==> config.mk <==
export PLATFORM = sky130hd
export DESIGN_NAME = enc_bin2gray_arb
export DESIGN_NICKNAME = d
export VERILOG_FILES = /design/src/rtl/enc_bin2gray_arb.sv
export SDC_FILE = /design/constraint.sdc
export NUM_CORES = 1
export LEC_CHECK = 0
export CORE_MARGIN = 1.5
export CORE_UTILIZATION = 40
export DETAILED_ROUTE_END_ITERATION = 8
export PLACE_DENSITY = 0.84
export SYNTH_ARGS = -nofsm -noshare
export SYNTH_HDL_FRONTEND = slang
export SYNTH_SLANG_ARGS = --single-unit
==> constraint.sdc <==
create_clock -name clk -period 2.4 [get_ports clk]
set_input_delay 0.48 -clock clk [delete_from_list [all_inputs] [get_ports clk]]
set_output_delay 0.48 -clock clk [all_outputs]
set_load 0.01 [all_outputs]
==> src/rtl/enc_bin2gray_arb.sv <==
// enc_bin2gray_arb
//   Shared binary-to-Gray converter. NREQ requesters compete for a single
//   result register through a round-robin arbiter; the winner's operand is
//   converted and registered one cycle after its handshake.
//
// Ports
//   clk        in   1           rising-edge clock
//   rst_n      in   1           asynchronous active-low reset
//   req_valid  in   NREQ        per-requester request valid
//   req_bin    in   NREQ*WIDTH  flattened operands, requester i at [i*WIDTH +: WIDTH]
//   req_ready  out  NREQ        one-hot (or zero) grant/accept
//   out_valid  out  1           result register holds an unconsumed result
//   out_ready  in   1           downstream consume strobe
//   out_gray   out  WIDTH       Gray code of the accepted operand
//   out_bin    out  WIDTH       accepted binary operand
//   out_id     out  IDW         index of the requester that produced the result
//   conv_cnt   out  16          accepted-conversion counter (wraps)
module enc_bin2gray_arb #(
  parameter int WIDTH = 12,
  parameter int NREQ  = 4,
  localparam int IDW  = $clog2(NREQ)
) (
  input  logic                  clk,
  input  logic                  rst_n,
  input  logic [NREQ-1:0]       req_valid,
  input  logic [NREQ*WIDTH-1:0] req_bin,
  output logic [NREQ-1:0]       req_ready,
  output logic                  out_valid,
  input  logic                  out_ready,
  output logic [WIDTH-1:0]      out_gray,
  output logic [WIDTH-1:0]      out_bin,
  output logic [IDW-1:0]        out_id,
  output logic [15:0]           conv_cnt
);

  typedef enum logic {EMPTY = 1'b0, FULL = 1'b1} state_t;

  state_t             r_state;
  state_t             w_state_nxt;
  logic [IDW-1:0]     r_rr_ptr;
  logic [WIDTH-1:0]   r_gray_p1;
  logic [WIDTH-1:0]   r_bin_p1;
  logic [IDW-1:0]     r_id_p1;
  logic [15:0]        r_cnt;

  logic               w_accept_en;
  logic               w_found;
  logic [IDW-1:0]     w_win;
  logic [IDW-1:0]     w_idx;
  logic               w_hs;
  logic [NREQ-1:0]    w_req_ready;
  logic [WIDTH-1:0]   w_bin_p0;
  logic [IDW-1:0]     w_ptr_nxt;

  function automatic logic [WIDTH-1:0] f_bin2gray(input logic [WIDTH-1:0] b);
    return b ^ (b >> 1);
  endfunction

  assign out_valid   = (r_state == FULL);
  assign w_accept_en = !out_valid || out_ready;

  // Round-robin search: first valid requester at or after r_rr_ptr, wrapping.
  always_comb begin
    w_found = 1'b0;
    w_win   = '0;
    w_idx   = '0;
    for (int k = 0; k < NREQ; k++) begin
      w_idx = IDW'((int'(r_rr_ptr) + k) % NREQ);
      if (!w_found && req_valid[w_idx]) begin
        w_found = 1'b1;
        w_win   = w_idx;
      end
    end
  end

  // rst_n gates the grant so nothing is accepted while reset is held.
  assign w_hs = w_found && w_accept_en && rst_n;

  always_comb begin
    w_req_ready = '0;
    if (w_hs) w_req_ready[w_win] = 1'b1;
  end

  assign req_ready = w_req_ready;
  assign w_bin_p0  = req_bin[w_win*WIDTH +: WIDTH];
  assign w_ptr_nxt = (w_win == IDW'(NREQ-1)) ? '0 : w_win + 1'b1;

  always_comb begin
    w_state_nxt = r_state;
    case (r_state)
      EMPTY:   if (w_hs) w_state_nxt = FULL;
      FULL:    if (out_ready && !w_hs) w_state_nxt = EMPTY;
      default: w_state_nxt = EMPTY;
    endcase
  end

  // p0 -> p1: handshake loads the result register
  always_ff @(posedge clk or negedge rst_n) begin
    if (!rst_n) begin
      r_state   <= EMPTY;
      r_rr_ptr  <= '0;
      r_gray_p1 <= '0;
      r_bin_p1  <= '0;
      r_id_p1   <= '0;
      r_cnt     <= '0;
    end else begin
      r_state <= w_state_nxt;
      if (w_hs) begin
        r_rr_ptr  <= w_ptr_nxt;
        r_gray_p1 <= f_bin2gray(w_bin_p0);
        r_bin_p1  <= w_bin_p0;
        r_id_p1   <= w_win;
        r_cnt     <= r_cnt + 16'd1;
      end
    end
  end

  assign out_gray = r_gray_p1;
  assign out_bin  = r_bin_p1;
  assign out_id   = r_id_p1;
  assign conv_cnt = r_cnt;

endmodule

After elaboration in Yosys (flattened, before gate mapping)
Index checks and enable logic that the tools add are counted.
{"block": "totals", "elab_cells": 58, "inputBits": 55, "reg_bits": 45, "out_inout_bits": 47}
{"block": "op_classes", "n_mux": 23, "eq_ne": 1, "n_reduce_logical": 13, "mul": 1, "n_shift": 1, "magnitude_cmp": 6, "add_sub_neg": 5, "bitwise_logic": 2}
{"cell": "variable part select 48 x 7 -> 12 bit", "count": 1}
{"cell": "adder 16 x 1 -> 16 bit (second input constant)", "count": 1}
{"cell": "< comparator 2 x 3 -> 1 bit (second input constant)", "count": 5}
{"cell": "XOR 12 x 11 -> 12 bit", "count": 1}
{"cell": "two-way mux 1 bit", "count": 11}
{"cell": "two-way mux 2 bit", "count": 5}
{"cell": "binary-select mux 1 bit (select 2 bit)", "count": 4}
{"cell": "logical AND 1 bit", "count": 7}
{"cell": "zero test 1 bit", "count": 5}
{"cell": "adder 2 x 1 -> 2 bit (second input constant)", "count": 2}
{"cell": "adder 2 bit (second input constant)", "count": 2}
{"cell": "multiplier 2 x 2 -> 4 bit (second input constant)", "count": 1}
{"cell": "two-way mux 4 bit", "count": 1}
{"cell": "demux 1 bit (select 2 bit)", "count": 1}
{"cell": "equality test 2 bit (second input constant)", "count": 1}
{"cell": "greater-or-equal comparator 2 x 1 -> 1 bit (second input constant)", "count": 1}
{"cell": "one-hot mux 1 bit (2 select lines)", "count": 1}
{"cell": "logical OR 1 bit", "count": 1}
{"cell": "inverter 1 bit", "count": 1}

Logic depth before layout (Yosys ltp)
{"block": "logic_depth", "ltp_word": 18, "mapped_depth": 7, "depth_no_buf": 6}

Worst setup path after synthesis
No wires, ideal clock.
{"block": "synth_timing", "kind": "input port to output port", "startpoint": "input port req_valid[2]", "endpoint": "output port req_ready[1]", "t_required_ns": 1.920, "cell_stages": 7, "n_path_buf": 1, "t_arrival_ns": 1.687, "path_slack_ns": 0.233, "path_cell_list": "nor2b_1 -> a311oi_2 -> nor2_4 -> inv_4 -> buf_2 -> ha_1 -> and2_1"}
{"block": "synth_between", "elab_chain_len": 17, "word_cells_on_any_way": 30, "classes_between": "order compare: 2; mux: 19; reduce/logical: 9"}
{"element": "start, declared", "line": "25", "text": "input logic [NREQ-1:0] req_valid,"}
{"element": "binary-select mux 1 bit (select 2 bit)", "line": "69", "text": "if (!w_found && req_valid[w_idx]) begin"}
{"element": "two-way mux 1 bit (implied by the code)", "line": "69"}
{"element": "two-way mux 1 bit", "line": "69"}
{"element": "zero test 1 bit", "line": "69"}
{"element": "logical AND 1 bit", "line": "69"}
{"element": "two-way mux 1 bit", "line": "69"}
{"element": "zero test 1 bit", "line": "69"}
{"element": "logical AND 1 bit", "line": "69"}
{"element": "two-way mux 1 bit", "line": "69"}
{"element": "zero test 1 bit", "line": "69"}
{"element": "logical AND 1 bit", "line": "69"}
{"element": "two-way mux 2 bit", "line": "69"}
{"element": "< comparator 2 x 3 -> 1 bit (implied by the code) or greater-or-equal comparator 2 x 1 -> 1 bit (tied branches)", "line": "81", "text": "if (w_hs) w_req_ready[w_win] = 1'b1;"}
{"element": "logical AND 1 bit (implied by the code)", "line": "81"}
{"element": "two-way mux 1 bit (implied by the code)", "line": "81"}
{"element": "demux 1 bit (select 2 bit)", "line": "81"}
{"element": "two-way mux 4 bit (*)", "line": "81"}
{"element": "end, declared", "line": "27", "text": "output logic [NREQ-1:0] req_ready,"}
Mark *: on every way between the ends. The rest lies on a longest branch, timed or not. The select of a mux whose other input is x is not followed.

Worst setup path after layout
{"block": "layout_timing", "startpoint": "input port req_valid[2]", "endpoint": "output port req_ready[0]"}
The elaborated chain is that of the path after synthesis.

==> out/summary.md <==
The tools report the worst relative slew slack as 63.3%. The cell count after synthesis came out at 283. The number of antenna violations at the first check in global routing is 0, and the share of synthesized flip-flops with an asynchronous set or reset is 100%. After synthesis, flip-flops and latches occupy 38.6% of the total area. Final number of hold-violating endpoints: 0.

Of the total synthesized cell area, the portion taken by full adders, half adders and majority gates is 2.19%. For the post-route setup TNS, the log shows -0.264 ns. The floorplan step defined a die boundary enclosing 7650 um2. Clock tree synthesis inserted a total of 5 buffers.

The cell type of the slowest stage on the worst timing path was o41ai_1. The arrival time of data at the critical path endpoint is 2.03 ns, and the total leakage power is 1.85 nW. The least setup slack across all paths after layout came out at -0.106 ns. The number of nets at the end of the flow is 464, and the post-synthesis instance area is 2850 um2.

The number of failing setup endpoints in the final timing report is 4. The tools report the total congestion overflow as 0. The final reports fail on setup timing. The first global-routing pass estimated 13600 um of wire. The tools report the critical path capture point type as a primary output.

The simple-gate share of the synthesized area was 12.7%. The tools report the peak clock frequency supported by timing as 0.399 GHz. The logs give 30 for the number of library cell types mapped by synthesis and 45 for the maximum number of pins on one net before global-route repair.

The initial standard-cell utilization of the core came out at 41.8%. The detail route stage leaves a number of antenna-violating nets equal to 0. After detailed routing, the average wire length per cell comes to 17.9 um. The critical path class was in2out. The number of pins exceeding their max-slew limit in the final report came out at 0. The flow ran to the end, but the final reports show violations. The path class of the tightest hold or removal check is in2async. By area the synthesized netlist is led by dfrtp_1, mux2i_1, xnor2_1. The count of input and output buffers was 101; the worst hold slack was 0.279 ns. VDD sags by at most 0.312 mV.

The setup skew after layout was 0.00615 ns; the top cell type's share of synthesized area was 38.6%. Summing the areas of all compound-gate instances in the mapped netlist gives 12.1% of the synthesized area. The worst-margin pin slew is 0.551 ns, and the maximum fanout encountered on the critical timing path is 5. For the number of global-route vias before repair, the log shows 2681.

At the end of routability-driven placement, the weighted congestion stood at 0.924. The main combinational cell family by area after synthesis is XOR/XNOR gates. The run gives 1.92 ns as the required time reported for the critical path endpoint. Clock-pin slew was measured on the worst setup and hold paths at 0.09 ns.

The standard-cell row count is 30, and the first-pass iteration count of the detailed router is 4. The DRC violations left is 0. Mean instance size in the synthesized netlist: 10.1 um2. Yosys mapped a number of flops with a built-in enable equal to 0.

The post-synthesis share of cell area spent on xor and xnor gates is 18.1%, and the biggest cell delay along the critical path is 0.48 ns. The number of flip-flops and latches in the synthesized netlist is 44, and the deepest clock path buffer count is 2. The total buffers and inverters traversed by the critical path was 3; the count of yosys warnings during synthesis was 0. The total routing usage reported by global routing was 23.2%. On the critical path the largest part of the delay comes from buffers and inverters. CTS saw 44 sinks. The cell sitting at the root of the clock tree is a clkbuf_8. Counting every net in the synthesized netlist gives 343.

The total power per unit cell area is 796 nW/um2. The run gives 0 as the max capacitance violation total. After floorplanning, the core was sized to cover 6830 um2.

The total via count after detailed routing is 2682. The final cycle utilization of the critical path works out to 104%. TritonCTS built the clock tree. After layout, the minimum clock period comes to 2.51 ns.

After detailed routing, the number of vias per cell comes to 5.35. The floorplan step set the die width to 87.5 um. The H-tree was split into 2 levels. The worst setup path is launched from a primary input. Clock insertion delay at the later pin of the skew report: 0.30 ns. Summed over all layers, the routed wires come to 8980 um.

The height of the die is 87.5 um, and the post-synthesis mux area share is 12.6%. Half-perimeter wire length of the detailed placement result: 6540 um. The post-route netlist has 15.6% of its cells at a drive strength greater than 1.

The most area-hungry cell type in the Yosys netlist is dfrtp_1. During I/O placement, the number of pins put on the boundary was 102. Setup repair after global routing could not meet its margin everywhere. The growth of design area from synthesis to finish came out at 52.3%.

Traced cell by cell, the critical path runs through dlygate4sd2_1 -> buf_4 -> o41ai_1 -> nor2b_1 -> and2_1 -> buf_2. The number of antenna diodes in the final layout is 0. The most frequently used flop master after synthesis is dfrtp_1. In this run, the number of DRC markers left after iteration 0 of detailed routing was 169.
through the flow:
| stage | instances | area (um2) | total power [W] | setup WS [ns] | util [%] |
|---|---|---|---|---|---|
| CTS | 498 | 4220 | 0.00335 | 0.0296 | 61.8 |
| global placement | 487 | 4100 | 0.00276 | -0.459 | 60.0 |
| detailed placement | 487 | 4100 | 0.00281 | -0.586 | 60.0 |
| floorplan | 283 | 2850 | 0.00195 | 0.233 | - |
| finish | 501 | 4350 | 0.00346 | -0.106 | 63.6 |
| global route | 501 | 4350 | 0.00365 | -0.232 | 63.6 |
what timing repair did:
action | 4_1_cts | 5_1_grt
endpoints found under the setup margin | 4 | 4
gates resized for setup | 27 | 23
hold endpoints to repair | 0 | 0
hold buffers | 0 | 0
pin swaps | 4 | 3
setup buffers | 3 | 3
cell families (layout without fill, tap and decap cells):
logic type / Yosys count / count (layout)
AO/OA/AOI/OAI: 40 / 40
XOR/XNOR: 59 / 59
adder cells (fa/ha/maj): 5 / 5
buffers and inverters: 22 / 144
flip-flops: 44 / 44
multiplexers: 36 / 36
AND/OR/NAND/NOR: 77 / 77
layout make-up:
type / instances / area, um2
clock buffers: 6 / 82.6
clock inverters: 2 / 15.0
fillers: 570 / 2480
inverters: 7 / 33.8
multi-input cells: 217 / 1750
flip-flops and latches: 44 / 1100
well taps: 96 / 120
repair buffers: 129 / 1240
registers in the layout, indices dropped and copies added, names as in the netlist:
name and cells:
conv_cnt 16, out_bin 11, out_gray 12, out_id 2
out_valid 1, r_rr_ptr 2
where the power goes:
part / leakage [nW] / switching [W] / internal [W]
Clock: 0.0434 / 0.000273 / 0.000233
Combinational: 1.27 / 0.000814 / 0.000991
Sequential: 0.545 / 0.000181 / 0.000966
final timing paths:
check | startpoint | to | slack (ns) | depth (start not counted)
setup / recovery | req_valid[2] | req_ready[0] | -0.11 | 6
hold reg to reg | conv_cnt[15] | conv_cnt[15] | 0.49 | 1
max in group asynchronous | rst_n | r_rr_ptr[1] | 1.71 | 2
min in group clk | conv_cnt[15] | conv_cnt[15] | 0.49 | 1
hold / removal | rst_n | conv_cnt[3] | 0.28 | 2
setup reg to reg | r_rr_ptr[1] | out_bin[2] | 0.24 | 7
metal layers:
layer / vias to the layer above / GRT usage (%) / wire length [um] / part of all wire, %
li1: 1251 / - / - / -
met1: 1329 / 29.9 / 3820 / 43
met2: 86 / 39.6 / 4560 / 51
met3: 16 / 2.84 / 402 / 4.5
met4: 0 / 8.66 / 201 / 2.2
met5: - / 0 / 0 / 0
Yosys cell counts (2+ instances only):
master	instances
a211oi_1	11
a21oi_1	2
a221o_1	11
and2_1	5
and3_1	2
buf_2	8
clkbuf_1	5
dfrtp_1	44
ha_1	5
inv_1	6
mux2i_1	36
nand2_1	29
nand2b_1	4
nand3_1	3
nand4_1	3
nor2_1	13
nor2b_1	2
nor3_1	14
o221ai_1	12
xnor2_1	40
xor2_1	19
cell usage in the layout, fill, tap and decap left out, types with 4 or more instances in the layout:
| cell type | Yosys | layout |
|---|---|---|
| a211oi_1 | 11 | 11 |
| a221o_1 | 11 | 11 |
| buf_4 | 1 | 24 |
| buf_6 | 1 | 5 |
| clkbuf_8 | 0 | 6 |
| clkdlybuf4s50_1 | 0 | 92 |
| dfrtp_1 | 44 | 43 |
| dlygate4sd2_1 | 0 | 4 |
| ha_4 | 0 | 4 |
| inv_1 | 6 | 4 |
| mux2i_1 | 36 | 35 |
| nand2_1 | 29 | 28 |
| nor2_1 | 13 | 11 |
| nor3_1 | 14 | 13 |
| o221ai_1 | 12 | 12 |
| xnor2_1 | 40 | 40 |
| xor2_1 | 19 | 19 |
No activity file was read; power rests on OpenSTA's default activity.
==> RTL change (same flow settings) <==
The parameter `NREQ` goes from 4 to 16.
--- a/src/rtl/enc_bin2gray_arb.sv
+++ b/src/rtl/enc_bin2gray_arb.sv
@@ -18,5 +18,5 @@
 module enc_bin2gray_arb #(
   parameter int WIDTH = 12,
-  parameter int NREQ  = 4,
+  parameter int NREQ  = 16,
   localparam int IDW  = $clog2(NREQ)
 ) (
Ports: changed (resized out_id, req_bin, req_ready and req_valid); port bits go from 102 to 272. No check against the original RTL was run, so the function may have changed too.
==> RTL change against the unedited design <==
The flow still finishes with violations (setup timing); via count rose to 3.6 times the old value; area after synthesis up 130%; count of clock-buffer cells in the layout down 1; final area rose to 3.0 times the old value; synthesized cell count rose to 2.9 times the old value; worst hold slack better by 0.14 ns; maximum frequency down 48%; routed wire length rose to 4.3 times the old value; non-clock buffer count up 406; sequential cell count up 4; global-route usage up 15 points; worst setup slack worse by 2.4 ns.
Power is not shown: default switching activity piles up to over one toggle a cycle in this logic, so the estimate is an artifact.
==> RTL change: results (changes against the unedited design) <==
metric,value,unit,change
cp_slowest_stage_delay,0.53,ns,was 0.48 ns
fin_skew,0.00787,ns,was 0.00615 ns
pre_cts_slack,-2.84,ns,was -0.586 ns
routedWlPerCell,25.4,um,was 17.9 um
grt_pass1_wl,48500,um,was 13600 um
via_per_inst,6.39,,was 5.35
yosys.cell_types.count,74,,was 30
r2r_cells,22,,was 7
synthXorXnorAreaFrac,6.68,%,was 18.1%
slowest_stage,mux4_2,,was o41ai_1
nNetsFinal,1524,,was 464
cts_root_buffer,clkbuf_16,,was clkbuf_8
crit_start,req_valid[1],,was req_valid[2]
n_all_buffers,535,,was 129
synth_cells,823,,was 283
port_buffers,271,,was 101
muxShareOfSynthArea,17.4,%,was 12.6%
synth_fp_nets,1046,,was 343
worst_ep_arrival_time,5.06,ns,was 2.03 ns
use_met2,59.6,%,was 39.6%
dp.cells,1434,,was 487
setup_viol,64,,was 4
drive_above_1_share,39.2,%,was 15.6%
first_global_vias,8636,,was 2681
synth_top_cells_by_count,"nand2_1, a21oi_1, dfrtp_1",,"was dfrtp_1, xnor2_1, mux2i_1"
grtUsageTotal,37.7,%,was 23.2%
clkSinkCount,48,,was 44
status,finished with violations,,unchanged
drt-total-wl,38500,um,was 8980 um
multi_input_area_share,45.9,%,was 40.3%
fin_setup_tns,-129.22,ns,was -0.264 ns
synth_compound_area_share,29.6,%,was 12.1%
grt_max_degree,49,,was 45
violations,setup timing,,unchanged
relSlewSlack,58.1,%,was 63.3%
wl_met1,13700,um,was 3820 um
utilization,82.0,%,was 63.6%
dp.final_hpwl,26100,um,was 6540 um
critical_path_peak_fanout,6,,was 5
endpoint_kind,flop,,was primary output
setup_ws,-2.46,ns,was -0.106 ns
dr_wl_met2,17400,um,was 4560 um
globalRouteMet1Util,47.6,%,was 29.9%
## RTL change: worst min-delay path by stage
stage / start / slack [ns] / to
3_5_place_dp: out_id[3]$_DFFE_PN0P_ / 0.46 / out_id[3]$_DFFE_PN0P_
5_1_grt: rst_n / 0.46 / conv_cnt[12]$_DFFE_PN0P_
4_1_cts: rst_n / 0.40 / conv_cnt[1]$_DFFE_PN0P_
3_3_place_gp: conv_cnt[15]$_DFFE_PN0P_ / 0.46 / conv_cnt[15]$_DFFE_PN0P_
2_1_floorplan: rst_n / 0.18 / conv_cnt[0]$_DFFE_PN0P_
6_report: rst_n / 0.42 / out_bin[10]$_DFFE_PN0P_
## RTL change: timing repair
| action | CTS | global route |
|---|---|---|
| hold buffers | 0 | 0 |
| setup endpoints to repair | 64 | 64 |
| setup buffers | 29 | 42 |
| gates resized for setup | 162 | 219 |
| pin swaps | 25 | 81 |
| cloned | 4 | 11 |
